[config.mk]
export PLATFORM = sky130hd
export DESIGN_NAME = mem_port_arbiter
export DESIGN_NICKNAME = d
export VERILOG_FILES = /design/src/rtl/mem_arb_pkg.sv /design/src/rtl/mem_arb_lat_cnt.sv /design/src/rtl/mem_port_arbiter.sv
export SDC_FILE = /design/constraint.sdc
export NUM_CORES = 1
export LEC_CHECK = 0
export ABC_AREA = 1
export CORE_AREA = 2 2 109 111
export CTS_CLUSTER_DIAMETER = 120
export DETAILED_ROUTE_END_ITERATION = 6
export DIE_AREA = 0 0 111 113
export DONT_BUFFER_PORTS = 1
export HOLD_SLACK_MARGIN = 0.02
export PLACE_DENSITY = 0.58
export SLEW_MARGIN = 20
export SYNTH_ARGS = -nofsm -noshare
export SYNTH_HDL_FRONTEND = slang
export SYNTH_SLANG_ARGS = --single-unit
[constraint.sdc]
create_clock -name clk -period 1.91 [get_ports clk]
set_input_delay 0.382 -clock clk [delete_from_list [all_inputs] [get_ports clk]]
set_output_delay 0.382 -clock clk [all_outputs]
set_load 0.01 [all_outputs]
[src/rtl/mem_arb_pkg.sv]
// Shared types and constants for the unified-memory port arbiter.
package mem_arb_pkg;

   typedef enum logic [1:0] {
      IDLE  = 2'd0,
      ISSUE = 2'd1,
      WAIT  = 2'd2,
      RESP  = 2'd3
   } arb_state_t;

   typedef enum logic {
      OWN_IF = 1'b0,
      OWN_D  = 1'b1
   } owner_t;

   localparam int MEM_LAT_MIN = 1;
   localparam int MEM_LAT_MAX = 15;

endpackage

[src/rtl/mem_arb_lat_cnt.sv]
// 4-bit loadable down-counter timing the memory read latency.
// to_zero flags the decrement that brings the count to zero.
module mem_arb_lat_cnt (
   input  logic       clk,
   input  logic       rst_n,
   input  logic       load,
   input  logic [3:0] load_val,
   input  logic       dec,
   output logic       to_zero
);

   logic [3:0] count;

   always_ff @(posedge clk or negedge rst_n) begin
      if (!rst_n) begin
         count <= 4'd0;
      end else if (load) begin
         count <= load_val;
      end else if (dec && (count != 4'd0)) begin
         count <= count - 4'd1;
      end
   end

   assign to_zero = dec && (count == 4'd1);

endmodule

[src/rtl/mem_port_arbiter.sv]
// Arbitrates one fixed-latency memory between fetch and data ports; data wins ties.
// Define MEM_ARB_PERF_EN to enable the saturating conflict counter.
module mem_port_arbiter
   import mem_arb_pkg::*;
#(
   parameter int MEM_LAT = 2,
   parameter int AW      = 32,
   parameter int DW      = 32
) (
   input  logic          clk,
   input  logic          rst_n,
   input  logic          if_req,
   input  logic [AW-1:0] if_addr,
   output logic [DW-1:0] if_rdata,
   output logic          if_ready,
   input  logic          d_req,
   input  logic          d_we,
   input  logic [AW-1:0] d_addr,
   input  logic [DW-1:0] d_wdata,
   output logic [DW-1:0] d_rdata,
   output logic          d_ready,
   output logic          mem_en,
   output logic          mem_we,
   output logic [AW-1:0] mem_addr,
   output logic [DW-1:0] mem_wdata,
   input  logic [DW-1:0] mem_rdata,
   output logic          stall_if,
   output logic          stall_mem,
   output logic          busy,
   output logic [15:0]   conflict_cnt
);

   arb_state_t    state, state_next;
   owner_t        owner;
   logic          grant, grant_d;
   logic          cnt_load, cnt_dec, cnt_zero, capture;
   logic [DW-1:0] resp_data;

   always_ff @(posedge clk or negedge rst_n) begin
      if (!rst_n) state <= IDLE;
      else        state <= state_next;
   end

   always_comb begin
      state_next = state;
      grant      = 1'b0;
      grant_d    = 1'b0;
      cnt_load   = 1'b0;
      cnt_dec    = 1'b0;
      capture    = 1'b0;
      case (state)
         IDLE: begin
            if (d_req || if_req) begin
               grant      = 1'b1;
               grant_d    = d_req;
               state_next = ISSUE;
            end
         end
         ISSUE: begin
            cnt_load   = 1'b1;
            state_next = WAIT;
         end
         WAIT: begin
            cnt_dec = 1'b1;
            if (cnt_zero) begin
               capture    = 1'b1;
               state_next = RESP;
            end
         end
         RESP:    state_next = IDLE;
         default: state_next = IDLE;
      endcase
   end

   mem_arb_lat_cnt u_lat_cnt (
      .clk      (clk),
      .rst_n    (rst_n),
      .load     (cnt_load),
      .load_val (4'(MEM_LAT)),
      .dec      (cnt_dec),
      .to_zero  (cnt_zero)
   );

   // mem_en is set at the grant edge so it is high during ISSUE only.
   always_ff @(posedge clk or negedge rst_n) begin
      if (!rst_n) begin
         owner     <= OWN_IF;
         mem_en    <= 1'b0;
         mem_we    <= 1'b0;
         mem_addr  <= '0;
         mem_wdata <= '0;
         resp_data <= '0;
      end else begin
         mem_en <= grant;
         if (grant) begin
            owner     <= grant_d ? OWN_D : OWN_IF;
            mem_we    <= grant_d & d_we;
            mem_addr  <= grant_d ? d_addr : if_addr;
            mem_wdata <= grant_d ? d_wdata : '0;
         end
         if (capture) begin
            resp_data <= mem_we ? '0 : mem_rdata;
         end
      end
   end

   // A requester that dropped its req before RESP sees no ready pulse.
   assign if_ready  = (state == RESP) && (owner == OWN_IF) && if_req;
   assign d_ready   = (state == RESP) && (owner == OWN_D) && d_req;
   assign if_rdata  = resp_data;
   assign d_rdata   = resp_data;
   assign stall_if  = if_req & ~if_ready;
   assign stall_mem = d_req & ~d_ready;
   assign busy      = (state != IDLE);

`ifdef MEM_ARB_PERF_EN
   logic [15:0] conflict_q;

   always_ff @(posedge clk or negedge rst_n) begin
      if (!rst_n) begin
         conflict_q <= 16'd0;
      end else if ((state == IDLE) && if_req && d_req && (conflict_q != 16'hFFFF)) begin
         conflict_q <= conflict_q + 16'd1;
      end
   end

   assign conflict_cnt = conflict_q;
`else
   assign conflict_cnt = 16'd0;
`endif

endmodule

==> results.md, run 1 <==
Global routing:
- The initial antenna violation count is 0.
- The largest net degree at the start of global routing is 106.
- The total overflow left after global routing is 0.
- The global routing usage summed across all routing layers is 19.4%.
- The number of global-route vias before repair is roughly 3.6k.
- The first global-routing pass estimated just under 20,000 µm of wire.

STA:
- Between clock sinks in the finished design, the worst skew comes to a little over 0.007 ns.
- Setup slack closes at about 0.12 ns.
- The total negative slack is 0 ns.
- The tightest hold path in the finished design has a slack of -0.270 ns.
- The worst path uses 93.7% of the clock period.
- The count of pins over their slew limit is 0.
- The final critical path time including I/O delays and setup is between 1.5 and 2 ns.
- Static timing analysis puts the maximum clock frequency at around 560 MHz.
- The number of setup violations in the final report is 0.
- The number of hold violations in the final report is ~110.
- Setup repair after global routing left no endpoint under its margin.

Worst setup path:
- The worst setup path is captured at an output port.
- At the worst endpoint, the required time is approximately 1.5 ns.
- The startpoint type of the worst setup path is a register.
- The arrival time of the worst setup path is between 1 and 1.5 ns.
- The maximum fanout along the worst path is 4.
- The critical path in this run is classified as register to output port.

Layout:
- The most frequent standard cell in the layout excluding fill and tap cells is sky130_fd_sc_hd__nand2_1.
- The antenna diode count is 0.
- The growth of design area from synthesis to finish is 2.03%.
- The share of post-route cells with drive strength above 1 is between 5 and 6%.
- For this run, the post-layout net count is between 600 and 700.
- The library cells used most frequently in the layout, excluding fill and tap cells, are sky130_fd_sc_hd__nand2_1, sky130_fd_sc_hd__dfrtp_1, sky130_fd_sc_hd__o21ai_0, sky130_fd_sc_hd__nand3_1, sky130_fd_sc_hd__a21oi_1.
- The number of inserted filler cells in the final layout is between 1k and 1.5k.

Die:
- The core region is 11,300 µm².
- The initialized floorplan defines 39 standard-cell rows.
- The x dimension of the die is between 100 and 150 µm.
- The die covers 12,500 µm².
- The initial utilization of the core area, before any placement, comes to 43.8%.
- The height of the die is 113 µm.
- The number of placed I/O pins is 284.

Power and ir drop:
- Net switching is ~44% of the power.
- The maximum ir drop on the vdd rail is between 700 and 800 µV.
- The portion of total power attributed to combinational logic is 28.6%.
- The cell-internal power is approximately 5 mW.
- The relative contribution of the clock network to total power is about 18%.
- In this run the power density over the cells is 1800 nW/µm².
- The standby leakage power is ~2.4 nW.
- Sequential cells burn 53.1% of the power.
- The net switching component of the power is slightly above 4 mW.

Clock network:
- Post-CTS timing repair inserted 0 buffers for setup.
- The clock-pin slew reported for the worst setup and hold paths after clock tree synthesis is ~0.070 ns.
- The CTS tree is done.
- The clock passes through at most 2 buffers.
- The H-tree was split into 3 levels.
- Clock tree synthesis inserted a total of 9 buffers.
- The cell chosen for the clock root is sky130_fd_sc_hd__clkbuf_16.
- The clock reaches the later pin of the worst-skew pair after roughly 0.34 ns.
- The clock sink total is ~110.

Place:
- The pre-CTS worst setup slack is 0.0675 ns.
- Routability-driven placement finished with a final weighted congestion of 0.790.
- The detailed-placement wirelength estimate is just under 9000 µm.
- During placement, the flow inserted port buffers numbering 0.

Yosys:
- Sequential cells were found to cover about 53% of the synthesized design area.
- The total standard cell area after synthesis is ~4900 µm².
- A synthesized cell averages roughly 8.6 µm².
- The yosys synthesis warning count is 0.
- In the synthesized netlist, the number of instances is 574.
- Counting distinct cell types in the post-synthesis netlist gives 22.
- The register bit count reported by yosys is 105.
- The largest area contributor in the synthesized netlist is sky130_fd_sc_hd__dfrtp_1.
- By area the synthesized netlist is led by sky130_fd_sc_hd__dfrtp_1, sky130_fd_sc_hd__nand2_1, sky130_fd_sc_hd__o21ai_0.
- After synthesis, the largest area contributor takes up between 50% and 60% of total cell area.

Run status:
- The flow ran to the end, but the final reports show violations.
- The final reports fail on negative hold slack.

Drt:
- The initial detailed-routing violation count is between 200 and 300.
- The vias per cell is 5.51.
- The detailed router placed approximately 3.7k vias in this run.
- The number of nets with antenna violations after detailed routing is 0.
- After detailed routing, the total wire length is between 10,000 and 15,000 µm.
- The average wire per standard cell is around 19 µm.
- For this run, the detailed router's first-pass iteration total came to 4.
- For this run, design rule violations remaining after detail routing come to 0.

Flow run:
- The number of max-cap violations is 0.

Worst hold path:
- The kind of path behind the tightest hold check is input pin to async pin.
[stage by stage]
stage / std cells / power [mW] / area, µm² / utilization [%]
finish: 670 / 9.06 / 5040 / 44.7
detailed placement: 655 / 7.47 / 4770 / 42.3
CTS: 670 / 9.16 / 5040 / 44.7
floorplan: 589 / 7.03 / 5000 / -
global placement: 655 / 7.33 / 4770 / 42.3
global route: 670 / 9.76 / 5040 / 44.7
[cell usage after synthesis, drive strengths merged]
| cell | instances |
|---|---|
| nand3 | 70 |
| nor2 | 6 |
| conb | 1 |
| buf | 62 |
| o22ai | 1 |
| clkbuf | 24 |
| ha | 8 |
| nand2 | 142 |
| nor3 | 2 |
| inv | 15 |
| a21oi | 37 |
| o211ai | 1 |
| nand4 | 1 |
| o21ai | 99 |
| dfrtp | 105 |
[worst paths after layout]
| kind | start | end | slack (ns) | cells past startpoint |
|---|---|---|---|---|
| max | state[0]$_DFFE_PN0P_ | d_ready | 0.12 | 3 |
| min | rst_n | mem_addr[22]$_DFFE_PN0P_ | -0.27 | 0 |
| max reg2reg | state[0]$_DFFE_PN0P_ | mem_addr[24]$_DFFE_PN0P_ | 0.14 | 8 |
| min reg2reg | state[1]$_DFFE_PN0P_ | state[1]$_DFFE_PN0P_ | 0.54 | 2 |
| max in group asynchronous | rst_n | d_rdata[2]$_DFFE_PN0P_ | 2.03 | 0 |
| min in group clk | mem_rdata[18] | d_rdata[18]$_DFFE_PN0P_ | 0.18 | 2 |
[final cells by class]
type / count / area [µm²] / area share, %
clock buffer: 10 / 229 / 4.54
clock inverter: 5 / 33.8 / 0.670
inverter: 15 / 56.3 / 1.12
multi-input combinational: 383 / 1790 / 35.6
sequential: 105 / 2630 / 52.1
tap: 143 / 179 / 3.55
timing repair buffer: 9 / 121 / 2.41
[registers in the layout, indices dropped and copies added (netlist names)]
name	flops
mem_en	1
mem_wdata	32
owner	1
state	2
mem_addr	32
d_rdata	32
mem_we	1
u_lat_cnt.count	4
[power by group through the flow]
stage | clock, mW | sequential (mW) | combinational (mW)
detailed placement | 0 | 4.85 | 2.61
global placement | 0 | 4.85 | 2.48
floorplan | 0 | 4.32 | 2.71
global route | 1.81 | 4.93 | 3.01
finish | 1.66 | 4.81 | 2.59
CTS | 1.72 | 4.83 | 2.60
[critical path, cell delays in order, from the launching register on]
cell and delay (ns):
sky130_fd_sc_hd__dfrtp_1 0.40, sky130_fd_sc_hd__ha_1 0.23, sky130_fd_sc_hd__inv_1 0.08, sky130_fd_sc_hd__nor3_1 0.35
[what timing repair did]
action / CTS / global route
endpoints found under the setup margin: 0 / 2
gates resized for setup: 0 / 1
hold endpoints to repair: 105 / 105
[cells by family (layout without fill, tap and decap cells)]
group / after synthesis / in the layout / share of synthesized area [%]
other: 1 / 16 / 0.0759
buffers and inverters: 101 / 39 / 11.7
adders and majority gates: 8 / 8 / 2.03
and+or+nand+nor: 221 / 221 / 18.7
DFF: 105 / 105 / 53.2
AOI/OAI and AO/OA: 138 / 138 / 14.3
[layer usage]
metal / part of all wire (%) / GRT usage [%] / vias up
li1: - / - / 1732
met1: 39 / 22.9 / 1750
met2: 50 / 32.9 / 191
met3: 9.0 / 7.07 / 17
met4: 1.9 / 7.00 / 0
met5: 0 / 0 / -
Note: power is estimated with default switching activity, not from simulation.
==> inputs of run 2 (changes only) <==
--- a/config.mk
+++ b/config.mk
@@ -6,13 +6,16 @@
 export NUM_CORES = 1
 export LEC_CHECK = 0
 export ABC_AREA = 1
+export CELL_PAD_IN_SITES_DETAIL_PLACEMENT = 0
+export CELL_PAD_IN_SITES_GLOBAL_PLACEMENT = 1
 export CORE_AREA = 2 2 109 111
 export CTS_CLUSTER_DIAMETER = 120
+export CTS_CLUSTER_SIZE = 8
 export DETAILED_ROUTE_END_ITERATION = 6
 export DIE_AREA = 0 0 111 113
 export DONT_BUFFER_PORTS = 1
 export HOLD_SLACK_MARGIN = 0.02
-export PLACE_DENSITY = 0.58
+export PLACE_DENSITY = 0.78
 export SLEW_MARGIN = 20
 export SYNTH_ARGS = -nofsm -noshare
 export SYNTH_HDL_FRONTEND = slang
==> run 2 against run 1 <==
  * The flow still finishes with violations (negative hold slack)
  * Cell area increased by 0.57%
  * Worst setup slack improved by 0.042 ns
  * Routed wire length decreased by 5.1%
  * Cell count increased by 0.15%
  * Register-to-register slack improved by 0.08 ns
  * Clock power increased by 18%
  * Clock skew increased by 0.0023 ns
==> results.md, run 2 (synthesis results as in run 1) <==
Run status:
- The flow ran to the end, but the final reports show violations.
- The final reports fail on negative hold slack.

Clock network:
- TritonCTS built the clock tree.
- The H-tree level count is 3 (unchanged).
- The post-cts resize count is 0 (unchanged).
- The later-pin clock latency in the skew report is 0.34 ns (about the same).
- The number of buffers added for setup after CTS is 0 (unchanged).
- The clock sink total is 105 (unchanged).
- The number of buffers between clock root and the deepest sink is 2 (unchanged).
- The root buffer cell chosen for the clock tree is sky130_fd_sc_hd__clkbuf_16.
- The number of buffers created by CTS was 9 (unchanged).
- The clock-pin slew reported for the worst setup and hold paths after clock tree synthesis is 0.07 ns (about the same).

Worst setup path:
- The setup path with the least slack is of type register to output port.
- The maximum fanout along the worst path is 4 (unchanged).
- The register-to-register path setup slack is 0.22 ns (+0.08 ns).
- The largest stage delay on the critical path is 0.40 ns (about the same).
- The signal on the critical path passes through ha_1, inv_1, nor3_1.
- The startpoint type of the worst setup path is a register.
- The slowest stage of the critical path is the sky130_fd_sc_hd__dfrtp_1 cell.
- The required time at the endpoint of the critical path is 1.53 ns (about the same).
- The startpoint of the worst register-to-register path is state[1]$_DFFE_PN0P_.
- The worst reg2reg path endpoint is mem_addr[0]$_DFFE_PN0P_.
- STA classifies the critical path endpoint as an output port.
- The number of cells traversed by the worst register-to-register path is 7 (-1).
- The arrival time of the worst setup path is 1.37 ns (-0.04 ns).

Drt:
- The first-pass iteration count of the detailed router is 5 (+1).
- The vias per cell is 5.51 (about the same).
- The via count of the routed design was 3,694 (+0.11%).
- The number of remaining DRC errors was 0 (unchanged).
- The initial detailed-routing violation count is 273 (-1.1%).
- The number of nets with antenna violations after detailed routing is 0 (unchanged).
- The wire length reported by the detailed router was 11,900 µm (-5.1%).
- The average wire per standard cell was 17.7 µm (-5.2%).

Die:
- The x dimension of the die is 111 µm (unchanged).
- The area inside the core boundary is 11,300 µm² (unchanged).
- The number of placed I/O pins is 284 (unchanged).
- The number of placement rows is 39 (unchanged).
- The height of the die was 113 µm (unchanged).
- The area enclosed by the die boundary was 12,500 µm² (unchanged).
- The effective utilization at floorplan came to 43.8% (unchanged).

Power and ir drop:
- The ratio of total power to cell area was 1830 nW/µm² (+1.9%).
- The cell-internal power is 5.27 mW (+4.7%).
- The sequential fraction of design power is 51.6% (-1.5 points).
- The relative contribution of the clock network to total power is 21.2% (+2.9 points).
- The maximum ir drop on the vdd rail is 899 µV (+21%).
- The portion of total power attributed to combinational logic was 27.2% (-1.4 points).
- The net switching component of the power was 4.02 mW (-0.23%).
- The switching fraction of total power came to 43.2% (-1.2 points).
- The standby leakage power is 2.40 nW (+0.94%).

Flow run:
- The number of max-cap violations is 0 (unchanged).

Layout:
- The number of nets in the finished design was 664 (unchanged).
- The area growth from synthesis to layout is 2.61%.
- The number of inserted filler cells in the final layout came to 1,091 (-3.4%).
- The antenna diode count is 0 (unchanged).
- The combined area of the multi-input logic cells is 1790 µm² (unchanged).
- The library cells used most frequently in the layout, excluding fill and tap cells, are sky130_fd_sc_hd__nand2_1, sky130_fd_sc_hd__dfrtp_1, sky130_fd_sc_hd__o21ai_0, sky130_fd_sc_hd__nand3_1, sky130_fd_sc_hd__a21oi_1.
- The library cell used most frequently in the layout, excluding fill and tap cells, is sky130_fd_sc_hd__nand2_1.
- The share of post-route cells with drive strength above 1 was 5.68% (+0.37 points).
- The sequential cell area is 2630 µm² (unchanged).

Worst hold path:
- The path class of the tightest hold or removal check is input pin to async pin.

Place:
- The detailed-placement wirelength estimate came to 8220 µm (-5.9%).
- The count of input and output buffers came to 0 (unchanged).
- The global placer's final weighted congestion came to 0.758 (-4.0%).

Global routing:
- The total global routing overflow is 0 (unchanged).
- The initial antenna violation count was 0 (unchanged).
- The global routing usage summed across all routing layers is 18.7% (-0.73 points).
- The most heavily used metal layer in global routing is met2.
- The first-pass GRT wire length was 18,900 µm (-2.7%).
- The global routing met2 resource utilization came to 30.6% (-2.3 points).
- The met3 routing resource usage after global routing is 6.80% (-0.27 points).
- The number of global-route vias before repair was 3,609 (-0.39%).
- The largest net degree at the start of global routing is 106 (unchanged).
- The met1 global-route usage is 22.7% (-0.14 points).

STA:
- The count of pins over their slew limit is 0 (unchanged).
- The final critical path time including I/O delays and setup is 1.75 ns (-0.0416 ns).
- The maximum achievable frequency came to 572 MHz (+2.4%).
- The number of hold violations in the final report is 105 (unchanged).
- Setup repair after global routing left no endpoint under its margin.
- The worst clock skew is 0.00940 ns (+0.00229 ns).
- The total negative slack is 0 ns (unchanged).
- The share of the cycle needed by the critical path after routing is 91.5% (-2.2 points).
- The number of setup violations in the final report is 0 (unchanged).
- The post-route worst hold slack was -0.272 ns (-0.00253 ns).
run 2: critical path: cells and delay by family (launching register included):
kind | cells | cell delay [ns]
adders and majority gates | 1 | 0.22
and+or+nand+nor | 1 | 0.34
DFF | 1 | 0.40
buffers and inverters | 1 | 0.07
run 2: area by class of cell:
class,count,area share [%]
Clock buffer,9,4.44
Clock inverter,7,1.88
Inverter,15,1.11
Multi-Input combinational cell,383,35.4
Sequential cell,105,51.8
Tap cell,143,3.53
Timing Repair Buffer,9,1.83
run 2: layer usage:
metal	vias up	share of wire, %	wire [µm]
li1	1738	-	-
met1	1729	38	4540
met2	204	50	5890
met3	23	10	1180
met4	0	2.2	267
met5	-	0	0
run 2: power by group through the flow:
stage / combinational, mW / clock [mW] / sequential (mW)
global placement: 2.44 / 0 / 4.84
finish: 2.53 / 1.96 / 4.79
floorplan: 2.71 / 0 / 4.32
detailed placement: 2.57 / 0 / 4.84
global route: 2.96 / 2.13 / 4.92
CTS: 2.56 / 2.04 / 4.82
run 2: per-stage QoR:
step                power [mW]  worst slack (ns)  area [µm²]  instances  utilization [%]
detailed placement        7.41             0.183        4750        655             42.1
global route              10.0            0.0530        5070        671             45.0
global placement          7.28             0.261        4750        655             42.1
floorplan                 7.03             0.388        5000        589                -
finish                    9.29             0.163        5070        671             45.0
CTS                       9.41             0.134        5070        671             45.0
run 2: worst max-delay path by stage:
| stage | from | to | slack [ns] | cells after the start |
|---|---|---|---|---|
| finish | state[1]$_DFFE_PN0P_ | if_ready | 0.16 | 3 |
| global route | state[0]$_DFFE_PN0P_ | mem_addr[26]$_DFFE_PN0P_ | 0.05 | 7 |
| CTS | state[0]$_DFFE_PN0P_ | if_ready | 0.13 | 3 |
| detailed placement | state[0]$_DFFE_PN0P_ | mem_addr[0]$_DFFE_PN0P_ | 0.18 | 7 |
| global placement | state[0]$_DFFE_PN0P_ | mem_addr[0]$_DFFE_PN0P_ | 0.26 | 7 |
| floorplan | state[0]$_DFFE_PN0P_ | mem_addr[24]$_DFFE_PN0P_ | 0.39 | 8 |
==> RTL edit (flow settings as in run 1) <==
`DW`: 32 -> 28.
--- a/src/rtl/mem_port_arbiter.sv
+++ b/src/rtl/mem_port_arbiter.sv
@@ -5,7 +5,7 @@
 #(
    parameter int MEM_LAT = 2,
    parameter int AW      = 32,
-   parameter int DW      = 32
+   parameter int DW      = 28
 ) (
    input  logic          clk,
    input  logic          rst_n,
Interface: changed (5 resized); port bits go from 284 to 264. The function was not compared with the original's and may differ.
==> RTL edit against run 1 <==
The run still ends with negative hold slack left. Design area shrank 6.5%. Combinational power shrank 5%. Wire length shrank 12%. Clock skew grew 0.0035 ns. Synthesized cell count shrank 6.4%. Critical endpoint is now if_ready. Total power shrank 6.3%. Synthesized area shrank 6.4%. Sequential cell count shrank 8. Sequential share of layout area shrank 0.62 points. Setup slack lost 0.012 ns.
==> RTL edit: results (changes against run 1) <==
Layout Skew -> 0.0106 ns (+0.00345 ns)
global-route wire length before repair -> 18100 µm (-6.9%)
pin count of the biggest net entering global routing -> 98 (-7.5%)
Final #Nets -> 624 (-6.0%)
synth cell count leaders -> 130 x nand2_1, 97 x dfrtp_1, 63 x o21ai_1
Detailed Place HPWL -> 7670 µm (-12%)
routed length on met3 -> 1030 µm (-8.7%)
crit path DAT -> 1.42 ns
Power Sequential -> 4.41 mW (-8.3%)
violated checks -> negative hold slack
Inserted Clock Buffers -> 9 (unchanged)
status -> finished with violations
Pleak -> 2.21 nW (-7.1%)
total global-route track usage -> 17.6% (-1.9 points)
Comb power -> 2.45 mW (-5%)
sequential fraction of the synthesis area -> 52.5% (-0.70 points)
via count -> 3468 (-6.0%)
Netlist cell types -> 21 (-4.5%)
Post-Route WL -> 11000 µm (-12%)
worst vdd ir -> 0.000856 V (+16%)
Final Power -> 8.49 mW (-6.3%)
final hold violations -> 97 (-7.6%)
metal2 WL -> 5280 µm (-16%)
P_sw -> 3.75 mW (-6.8%)
Initial DRT Pass Iterations -> 6 (+2)
1st-iter DRT viols -> 174 (-37%)
# fillers -> 1120 (-0.80%)
worst hold margin -> -0.267 ns (+0.00266 ns)
Reg2Reg Setup Slack -> 0.22 ns (+0.08 ns)
layout cell share with drive strength beyond 1 -> 5.86% (+0.55 points)
Metal-1 WL -> 4460 µm (-8.0%)
-- RTL edit: metrics by stage --
step | setup WS [ns] | cells | instance area (µm²)
CTS | 0.0818 | 638 | 4710
finish | 0.109 | 638 | 4710
floorplan | 0.412 | 552 | 4680
global route | 0.0496 | 638 | 4710
detailed placement | 0.230 | 623 | 4450
global placement | 0.312 | 623 | 4450
-- RTL edit: final cells by class --
cell class / count / area, µm² / area share (%)
clock buffers: 11 / 233 / 4.94
multi-input cells: 359 / 1700 / 36.0
flip-flops and latches: 97 / 2430 / 51.5
repair buffers: 9 / 92.6 / 1.96
well taps: 143 / 179 / 3.80
clock inverters: 4 / 28.8 / 0.611
inverters: 15 / 56.3 / 1.19
-- RTL edit: logic make-up (layout without fill, tap and decap cells) --
kind of cell               count (synthesis)  count (layout)  share of synthesized area (%)
and+or+nand+nor                          201             201                           18.3
adders and majority gates                  8               8                           2.16
buffers and inverters                     96              39                           12.1
AOI/OAI and AO/OA                        134             134                           14.8
DFF                                       97              97                           52.5
other                                      1              16                         0.0811
-- RTL edit: critical path, cell delays in order (launching register included) --
cell,delay [ns]
dfrtp_1,0.40
ha_1,0.23
inv_1,0.08
nor3_1,0.38
-- RTL edit: worst paths after layout --
kind / startpoint / end / cells past startpoint
max reg2reg: state[0] / mem_addr[0] / 7
min reg2reg: state[1] / state[1] / 2
min in group clk: mem_rdata[8] / d_rdata[8] / 2
min: rst_n / mem_addr[17] / 0
max: state[0] / if_ready / 3
max in group asynchronous: rst_n / d_rdata[21] / 0
-- RTL edit: per-layer routing --
layer	up-vias	GRT usage, %
met5	-	0
met4	0	6.42
met3	18	6.21
met2	195	28.7
met1	1631	21.6
li1	1624	-
